[config.mk]
export PLATFORM = sky130hd
export DESIGN_NAME = spi_slave_regbridge_flat
export DESIGN_NICKNAME = d
export VERILOG_FILES = /design/src/rtl/spi_slave_regbridge_if.sv /design/src/rtl/spi_slave_regbridge.sv /design/src/flat_wrapper.sv
export SDC_FILE = /design/constraint.sdc
export NUM_CORES = 1
export LEC_CHECK = 0
export CORE_MARGIN = 2
export CORE_UTILIZATION = 40
export CTS_CLUSTER_SIZE = 24
export DETAILED_ROUTE_END_ITERATION = 6
export MAX_ROUTING_LAYER = met4
export SYNTH_ARGS = -nofsm -noshare
export SYNTH_HDL_FRONTEND = slang
export SYNTH_SLANG_ARGS = --single-unit
[constraint.sdc]
create_clock -name clk_clk -period 2.2 [get_ports clk_clk]
set_clock_uncertainty 0.05 [all_clocks]
set_input_delay 0.55 -clock clk_clk [delete_from_list [all_inputs] [get_ports clk_clk]]
set_output_delay 0.55 -clock clk_clk [all_outputs]
set_load 0.05 [all_outputs]
[src/rtl/spi_slave_regbridge_if.sv]
// spi_slave_regbridge_if: SPI pins plus fabric register bus of the SPI register bridge.
//   spi_sclk/spi_ss_n/spi_mosi : from SPI master
//   spi_miso/spi_miso_oe       : to SPI master (tristate resolved at top level)
//   reg_addr/reg_wdata/reg_wr/reg_rd : register strobes toward fabric logic
//   reg_rdata                  : read data from fabric, valid 1 clk after reg_rd
//   frame_active/frame_err     : frame status
interface spi_slave_regbridge_if #(parameter int ADDR_W = 7);
    logic              spi_sclk;
    logic              spi_ss_n;
    logic              spi_mosi;
    logic              spi_miso;
    logic              spi_miso_oe;
    logic [ADDR_W-1:0] reg_addr;
    logic [7:0]        reg_wdata;
    logic              reg_wr;
    logic              reg_rd;
    logic [7:0]        reg_rdata;
    logic              frame_active;
    logic              frame_err;
    modport slave (
        input  spi_sclk, spi_ss_n, spi_mosi, reg_rdata,
        output spi_miso, spi_miso_oe, reg_addr, reg_wdata, reg_wr, reg_rd, frame_active, frame_err
    );
    modport master (
        output spi_sclk, spi_ss_n, spi_mosi, reg_rdata,
        input  spi_miso, spi_miso_oe, reg_addr, reg_wdata, reg_wr, reg_rd, frame_active, frame_err
    );
endinterface

[src/rtl/spi_slave_regbridge.sv]
// spi_slave_regbridge: oversampled SPI mode-0 slave turning {rw,addr} + data bytes into register strobes.
//   clk_clk       : fabric clock (>= 8x SCLK)
//   reset_reset_n : asynchronous active-low reset
//   bus           : slave modport carrying SPI pins, register bus and frame status
module spi_slave_regbridge #(
    parameter int ADDR_W      = 7,
    parameter int SYNC_STAGES = 2
) (
    input logic                   clk_clk,
    input logic                   reset_reset_n,
    spi_slave_regbridge_if.slave  bus
);
    localparam logic [1:0] S_IDLE  = 2'd0;
    localparam logic [1:0] S_CMD   = 2'd1;
    localparam logic [1:0] S_WDATA = 2'd2;
    localparam logic [1:0] S_RDATA = 2'd3;
    logic [SYNC_STAGES-1:0] r_sclk_sync, r_mosi_sync, r_ss_sync, r_vld;
    logic                   r_sclk_prev, r_armed;
    logic [1:0]             r_state;
    logic [2:0]             r_bitcnt;
    logic [6:0]             r_rx;
    logic [7:0]             r_tx, r_wdata;
    logic [ADDR_W-1:0]      r_addr;
    logic                   r_wr, r_rd, r_cap, r_inc, r_err;
    logic                   w_sclk, w_ss, w_mosi, w_sel, w_act, w_rise, w_fall, w_done, w_end;
    logic [7:0]             w_byte;
    assign w_sclk = r_sclk_sync[SYNC_STAGES-1];
    assign w_ss   = r_ss_sync[SYNC_STAGES-1];
    assign w_mosi = r_mosi_sync[SYNC_STAGES-1];
    // A frame only counts once ss_n has been seen high with a fully refilled synchronizer,
    // so a reset in the middle of a frame ignores the rest of that frame.
    assign w_sel  = ~w_ss & r_armed;
    assign w_act  = w_sel & (r_state != S_IDLE);
    assign w_rise = w_act & w_sclk & ~r_sclk_prev;
    assign w_fall = w_act & ~w_sclk & r_sclk_prev;
    assign w_done = w_rise & (r_bitcnt == 3'd7);
    assign w_end  = w_ss & (r_state != S_IDLE);
    assign w_byte = {r_rx, w_mosi};
    assign bus.frame_active = w_sel;
    assign bus.spi_miso_oe  = w_sel;
    assign bus.spi_miso     = (r_state == S_RDATA) & r_tx[7];
    assign bus.reg_addr     = r_addr;
    assign bus.reg_wdata    = r_wdata;
    assign bus.reg_wr       = r_wr;
    assign bus.reg_rd       = r_rd;
    assign bus.frame_err    = r_err;
    always_ff @(posedge clk_clk or negedge reset_reset_n) begin
        if (!reset_reset_n) begin
            r_sclk_sync <= '0;
            r_mosi_sync <= '0;
            r_ss_sync   <= '1;
            r_vld       <= '0;
            r_sclk_prev <= 1'b0;
            r_armed     <= 1'b0;
            r_state     <= S_IDLE;
            r_bitcnt    <= 3'd0;
            r_rx        <= '0;
            r_tx        <= '0;
            r_wdata     <= '0;
            r_addr      <= '0;
            r_wr        <= 1'b0;
            r_rd        <= 1'b0;
            r_cap       <= 1'b0;
            r_inc       <= 1'b0;
            r_err       <= 1'b0;
        end else begin
            r_sclk_sync <= {r_sclk_sync[SYNC_STAGES-2:0], bus.spi_sclk};
            r_mosi_sync <= {r_mosi_sync[SYNC_STAGES-2:0], bus.spi_mosi};
            r_ss_sync   <= {r_ss_sync[SYNC_STAGES-2:0], bus.spi_ss_n};
            r_vld       <= {r_vld[SYNC_STAGES-2:0], 1'b1};
            r_sclk_prev <= w_sclk;
            if (r_vld[SYNC_STAGES-1] & w_ss) r_armed <= 1'b1;
            r_wr  <= 1'b0;
            r_rd  <= 1'b0;
            r_err <= 1'b0;
            r_inc <= 1'b0;
            r_cap <= r_rd;
            // The fall right after a byte's last rise must present the freshly captured MSB, so no shift then.
            if (r_cap) r_tx <= bus.reg_rdata;
            else if (w_fall & (r_state == S_RDATA) & (r_bitcnt != 3'd0)) r_tx <= {r_tx[6:0], 1'b0};
            if (r_inc) r_addr <= r_addr + ADDR_W'(1);
            if (w_rise) begin
                r_rx     <= w_byte[6:0];
                r_bitcnt <= r_bitcnt + 3'd1;
            end
            if (w_end) begin
                r_state  <= S_IDLE;
                r_bitcnt <= 3'd0;
                r_err    <= (r_bitcnt != 3'd0);
            end else if (r_state == S_IDLE) begin
                if (w_sel) begin
                    r_state  <= S_CMD;
                    r_bitcnt <= 3'd0;
                    r_tx     <= '0;
                end
            end else if (w_done) begin
                if (r_state == S_CMD) begin
                    r_addr  <= w_byte[ADDR_W-1:0];
                    r_rd    <= w_byte[7];
                    r_state <= w_byte[7] ? S_RDATA : S_WDATA;
                end else if (r_state == S_WDATA) begin
                    r_wr    <= 1'b1;
                    r_wdata <= w_byte;
                    r_inc   <= 1'b1;
                end else begin
                    r_addr  <= r_addr + ADDR_W'(1);
                    r_rd    <= 1'b1;
                end
            end
        end
    end
endmodule

[src/flat_wrapper.sv]
// flat-port wrapper written by rule: the top's interface ports become plain ports
module spi_slave_regbridge_flat 
#(
    parameter int ADDR_W      = 7,
    parameter int SYNC_STAGES = 2
)
  (clk_clk, reset_reset_n, bus_spi_sclk, bus_spi_ss_n, bus_spi_mosi, bus_reg_rdata, bus_spi_miso, bus_spi_miso_oe, bus_reg_addr, bus_reg_wdata, bus_reg_wr, bus_reg_rd, bus_frame_active, bus_frame_err);
  spi_slave_regbridge_if #(.ADDR_W(ADDR_W)) bus_i ();
  input logic clk_clk;
  input logic reset_reset_n;
  input wire logic [$bits(bus_i.spi_sclk)-1:0] bus_spi_sclk;
  input wire logic [$bits(bus_i.spi_ss_n)-1:0] bus_spi_ss_n;
  input wire logic [$bits(bus_i.spi_mosi)-1:0] bus_spi_mosi;
  input wire logic [$bits(bus_i.reg_rdata)-1:0] bus_reg_rdata;
  output wire logic [$bits(bus_i.spi_miso)-1:0] bus_spi_miso;
  output wire logic [$bits(bus_i.spi_miso_oe)-1:0] bus_spi_miso_oe;
  output wire logic [$bits(bus_i.reg_addr)-1:0] bus_reg_addr;
  output wire logic [$bits(bus_i.reg_wdata)-1:0] bus_reg_wdata;
  output wire logic [$bits(bus_i.reg_wr)-1:0] bus_reg_wr;
  output wire logic [$bits(bus_i.reg_rd)-1:0] bus_reg_rd;
  output wire logic [$bits(bus_i.frame_active)-1:0] bus_frame_active;
  output wire logic [$bits(bus_i.frame_err)-1:0] bus_frame_err;
  assign bus_i.spi_sclk = bus_spi_sclk;
  assign bus_i.spi_ss_n = bus_spi_ss_n;
  assign bus_i.spi_mosi = bus_spi_mosi;
  assign bus_i.reg_rdata = bus_reg_rdata;
  assign bus_spi_miso = bus_i.spi_miso;
  assign bus_spi_miso_oe = bus_i.spi_miso_oe;
  assign bus_reg_addr = bus_i.reg_addr;
  assign bus_reg_wdata = bus_i.reg_wdata;
  assign bus_reg_wr = bus_i.reg_wr;
  assign bus_reg_rd = bus_i.reg_rd;
  assign bus_frame_active = bus_i.frame_active;
  assign bus_frame_err = bus_i.frame_err;
  spi_slave_regbridge #(.ADDR_W(ADDR_W), .SYNC_STAGES(SYNC_STAGES)) u_core (.clk_clk(clk_clk), .reset_reset_n(reset_reset_n), .bus(bus_i));
endmodule
==> reports/metrics.yaml, run 1 <==
layout_common_cells: "dfrtp_1, clkdlybuf4s50_1, nor2_1, buf_4, mux2i_1"
p_per_area_nw_per_um2: 608
drive_gt1_share_pct: 22.8
fillerInstances: 504
synth_top_area_share_pct: 51.1
worstSetupEndpointType: "output pin"
layout_commonest_cell: "dfrtp_1"
cp_top_family: "buffers and inverters"
fin_cells: 300
track_usage_pct: 15.8
holdCritPathClass: "in -> async"
synth.area.top_cells: "dfrtp_1, mux2_4, mux2i_1"
post-place-cells: 292
h-tree-depth: 2
syn_area_per_cell_sq_um: 12.0
synth_top_flop_cell: "dfrtp_1"
cp-startpoint: "u_core.bus.reg_wdata[0]"
syn_nets: 208
max_stage_delay_ps: 810
multi_input_comb_area_sq_um: 988
clock_latency_ps: 300
cp.required_ps: 1600
cts_tree: "done"
synth_top_area_cell: "dfrtp_1"
cp_slowest_cell: "clkdlybuf4s50_1"
dieArea_sq_um: 6370
antenna_left: 0
internal-power_uw: 1330
cts_sinks: 49
period_needed_ps: 2070
r2r_slack_ps: 180
clk_path_buf_depth: 2
cts_made_buffers: 5
overflow: 0
drtIter0Drc: 110
arrival_ps: 1470
cp-start-kind: "flop"
dr.pass1.iters: 4
grt_max_degree: 27
tightest_slew_ps: 568
cts_hold_buffers: 0
pwr-share-comb_pct: 6.9
placed_cell_area_sq_um: 2720
cts-resized-gates: 0
vias: 1550
start_util_pct: 41.5
clock_power_share_pct: 36.4
cp_cell_sequence: "clkdlybuf4s50_1"
seqPwrFrac_pct: 56.7
max_clock_freq_ghz: 0.483
drc_errors: 0
wl_microns: 4390
nets: 244
finalHoldViolCount: 0
cap_violations: 0
r2r-start: "u_core.r_bitcnt[0]"
cts.reportedPaths.clkPinSlew_ps: 80
ctsRootBufferMaster: "clkbuf_8"
rsz0062_at_grt: "false"
synthDistinctLibCells: 50
gp_congestion: 0.812
syn_area_sq_um: 2300
finalCritPeriodShare_pct: 94.1
p_sw_share_pct: 22.2
path_max_fanout: 2
final_cell_area_sq_um: 2820
ys_seq_area_share_pct: 53.4
setup_viol: 0
path_depth: 1
power_leakage_uw: 0.00128
antenna_found_initial: 0
place_hpwl_microns: 3210
synth_edf_count: 0
core-area_sq_um: 5540
first_global_vias: 1469
num_antenna_cells: 0
cts_setup_buffers: 0
avgViaCountPerCell: 5.17
portBuffers: 33
ir_worst_vdd_mv: 0.370
area_delta_synth_final_pct: 22.7
finish.utilization_pct: 50.9
ff_latch_area_sq_um: 1230
die_h_microns: 79.8
rows: 27
slew_violations: 0
regToRegEndpoint: "u_core.bus.reg_wdata[4]"
syn_inst: 191
setup_tns_ps: 0
post_drt_wl_per_cell_microns: 14.6
crit_buf_inv: 1
endpoint: "bus_reg_wdata[0]"
ios: 34
worst_r2r_path_depth: 5
critical_path_class: "reg -> out"
async_flop_share_pct: 100
maxSlewHeadroom_pct: 62.0
grt_pass1_wl_microns: 7400
status: "finished, final reports clean"
yosys_register_bits: 49
synth-warning-count: 0
p_switching_uw: 381
die_width_microns: 79.8
## worst register-to-register path, delay by kind of cell, from the launching register on
| family | cells | cell delay (ps) |
|---|---|---|
| adder cells (fa/ha/maj) | 2 | 400 |
| flip-flops | 1 | 400 |
| multiplexers | 1 | 380 |
| AND/OR/NAND/NOR | 2 | 680 |
## Yosys cell counts, drive strengths merged (3+ instances only)
library cell / instances
nor3: 3
inv: 5
and3: 5
a211oi: 8
nand2: 7
o21ai: 5
mux2i: 9
buf: 5
a21oi: 7
clkbuf: 5
dfrtp: 47
xnor2: 5
nand3: 4
nand4: 5
mux2: 15
nor2: 17
ha: 4
## stage by stage
step                      power, uW  setup WS (ps)  hold WS [ps]
after CTS                      1740            115           196
after global routing           1800           66.8           199
after floorplan                1040            374           204
final                          1720            130           189
after global placement         1110            214           282
after detailed placement       1110            174           286
## flip-flops by register name (all words and copies together), names as in the netlist, 3 cells and up
name,cells
u_core.bus.reg_addr,7
u_core.bus.reg_wdata,8
u_core.r_bitcnt,3
u_core.r_rx,7
u_core.r_tx,8
## worst min-delay path by stage
| stage | slack [ps] | cells after the start | to |
|---|---|---|---|
| global route | 200 | 1 | u_core.r_tx[1] |
| finish | 190 | 1 | u_core.r_mosi_sync[1] |
| CTS | 200 | 1 | u_core.r_tx[1] |
| global placement | 280 | 0 | u_core.r_vld[1] |
| floorplan | 200 | 0 | u_core.bus.frame_err |
| detailed placement | 290 | 0 | u_core.r_vld[1] |
## power groups by stage
| stage | logic (uW) | registers (uW) | clock network (uW) |
|---|---|---|---|
| detailed placement | 122 | 990 | 0 |
| global placement | 120 | 990 | 0 |
| global route | 131 | 980 | 689 |
| CTS | 122 | 972 | 643 |
| finish | 119 | 973 | 624 |
| floorplan | 64.7 | 979 | 0 |
## metal layers
layer  global-route usage (%)  wire length (microns)  vias to the layer above
met5                        -                      0                        -
met2                     21.9                   2040                       33
li1                         -                      -                      764
met1                     22.0                   2120                      751
met3                     4.64                    185                        2
met4                     5.59                     35                        0
## cell type report
| type | instances | share of cell area (%) |
|---|---|---|
| flip-flops and latches | 49 | 43.5 |
| well taps | 72 | 3.19 |
| multi-input cells | 125 | 35.0 |
| clock inverters | 2 | 1.24 |
| clock buffers | 6 | 2.57 |
| inverters | 7 | 0.975 |
| repair buffers | 39 | 13.5 |
## kinds of logic (layout without fill, tap and decap cells)
kind of cell	count (synthesis)	in the layout	share of synthesized area, %
other	1	1	0.163
XOR/XNOR	7	7	2.67
AO/OA/AOI/OAI	35	35	10.8
flip-flops	49	49	53.4
buffers and inverters	17	54	3.59
multiplexers	24	24	12.6
AND/OR/NAND/NOR	54	54	14.6
adder cells (fa/ha/maj)	4	4	2.18
(Power assumes the default switching activity.)
==> inputs of run 2 (changes only) <==
--- a/config.mk
+++ b/config.mk
@@ -6,10 +6,11 @@
 export NUM_CORES = 1
 export LEC_CHECK = 0
 export CORE_MARGIN = 2
-export CORE_UTILIZATION = 40
+export CORE_UTILIZATION = 50
 export CTS_CLUSTER_SIZE = 24
 export DETAILED_ROUTE_END_ITERATION = 6
 export MAX_ROUTING_LAYER = met4
+export PLACE_DENSITY = 0.74
 export SYNTH_ARGS = -nofsm -noshare
 export SYNTH_HDL_FRONTEND = slang
 export SYNTH_SLANG_ARGS = --single-unit
==> run 2 against run 1 <==
Against the previous run:
- via count rose by 4.5%
- hold slack got worse by 14 ps
- sequential share of layout area rose by 0.57 points
- total power rose by 1.9%
- global-route usage rose by 4.4 points
- die area fell by 19%
- worst setup slack got worse by 33 ps
- sequential cell count did not move
- design area fell by 1.3%
- critical endpoint unchanged
- largest cell class unchanged
- highest routed layer unchanged
==> reports/metrics.yaml, run 2 (synthesis results as in run 1) <==
layout_commonest_cell: "dfrtp_1"
gp_congestion: 0.914
finalCritPeriodShare_pct: 95.6
final_cell_area_sq_um: 2790
cap_violations: 0
worst_r2r_path_depth: 5
grt_max_degree: 28
r2r-start: "u_core.r_bitcnt[0]"
avgViaCountPerCell: 5.80
slew_violations: 0
placed_cell_area_sq_um: 2670
start_util_pct: 52.5
regToRegEndpoint: "u_core.bus.reg_wdata[2]"
cts.reportedPaths.clkPinSlew_ps: 90
arrival_ps: 1500
wl_microns: 4680
clk_path_buf_depth: 2
fin_hold_ws_ps: 175
worst_slack_ps: 97.2
cts_tree: "done"
cp_slowest_cell: "clkdlybuf4s50_1"
rsz0062_at_grt: "false"
die_h_microns: 71.8
tightest_slew_ps: 567
first_global_vias: 1611
finalHoldViolCount: 0
holdCritPathClass: "in -> async"
ir_worst_vdd_mv: 0.323
dr.pass1.iters: 4
worstSetupEndpointType: "output pin"
antenna_left: 0
portBuffers: 33
num_antenna_cells: 0
place_hpwl_microns: 3390
cts_sinks: 49
h-tree-depth: 2
grtUsageMet2_pct: 28.5
busiest_layer: "met2"
path_max_fanout: 2
post_drt_wl_per_cell_microns: 16.8
core-area_sq_um: 4380
critical_path_class: "reg -> out"
ios: 34
setup_viol: 0
drtIter0Drc: 97
vias: 1619
antenna_found_initial: 0
cp-start-kind: "flop"
preCtsSetupSlack_ps: 188
drive_gt1_share_pct: 22.5
grt_use_met1_pct: 27.5
period_needed_ps: 2100
nets: 243
overflow: 0
status: "finished, final reports clean"
cp_cell_sequence: "clkdlybuf4s50_1"
power_leakage_uw: 0.00128
cp.required_ps: 1600
maxSlewHeadroom_pct: 62.2
rows: 24
area_delta_synth_final_pct: 21.2
fillerInstances: 344
cp_top_family: "buffers and inverters"
die_width_microns: 71.8
setup_tns_ps: 0
use_met3_pct: 5.06
crit_buf_inv: 1
r2r_slack_ps: 170
layout_common_cells: "dfrtp_1, clkdlybuf4s50_1, nor2_1, buf_4, mux2i_1"
cts_made_buffers: 5
clock_latency_ps: 300
cts_hold_buffers: 0
max_clock_freq_ghz: 0.476
cts-resized-gates: 0
max_stage_delay_ps: 820
grt_pass1_wl_microns: 7730
dieArea_sq_um: 5160
track_usage_pct: 20.2
drc_errors: 0
p_per_area_nw_per_um2: 627
cts_setup_buffers: 0
ctsRootBufferMaster: "clkbuf_8"
## run 2: cell types whose count changed in the layout (fill, tap and decap cells not counted)
cell | before | now
clkbuf_8 | 5 | 6
clkinv_2 | 2 | 1
buf_12 | 3 | 2
## run 2: how the worst max path moves through the flow
stage                                  startpoint                      end  slack, ps  cells past startpoint
after floorplan               u_core.r_ss_sync[1]  u_core.bus.reg_wdata[0]        370                      6
after global placement         u_core.r_bitcnt[0]  u_core.bus.reg_wdata[4]        250                      5
after detailed placement       u_core.r_bitcnt[0]  u_core.bus.reg_wdata[3]        190                      5
after CTS                 u_core.bus.reg_wdata[0]         bus_reg_wdata[0]         90                      1
after global routing      u_core.bus.reg_wdata[0]         bus_reg_wdata[0]         80                      1
final                     u_core.bus.reg_wdata[0]         bus_reg_wdata[0]        100                      1
## run 2: layer usage
layer / vias up / part of all wire (%) / routed length, microns
met2: 67 / 45 / 2110
met1: 776 / 45 / 2130
met3: 17 / 6.2 / 289
li1: 759 / - / -
met4: 0 / 3.4 / 158
met5: - / 0 / 0
## run 2: through the flow
| step | std cells | power, uW | utilization (%) |
|---|---|---|---|
| after global placement | 271 | 1100 | 60.9 |
| after CTS | 279 | 1760 | 63.6 |
| after global routing | 279 | 1810 | 63.6 |
| after floorplan | 191 | 1040 | - |
| after detailed placement | 271 | 1110 | 60.9 |
| final | 279 | 1750 | 63.6 |
## run 2: area by class of cell
| class | instances | area (sq um) | area share, % |
|---|---|---|---|
| well taps | 52 | 65.1 | 2.33 |
| repair buffers | 38 | 360 | 12.9 |
| clock inverters | 1 | 30.0 | 1.08 |
| flip-flops and latches | 49 | 1230 | 44.1 |
| multi-input cells | 125 | 988 | 35.5 |
| clock buffers | 7 | 86.3 | 3.10 |
| inverters | 7 | 27.5 | 0.988 |
## run 2: power breakdown
| part | internal (uW) | total [uW] | switching [uW] |
|---|---|---|---|
| clock network | 371 | 655 | 284 |
| logic | 59.0 | 121 | 61.9 |
| registers | 936 | 972 | 35.6 |
| total | 1370 | 1750 | 382 |
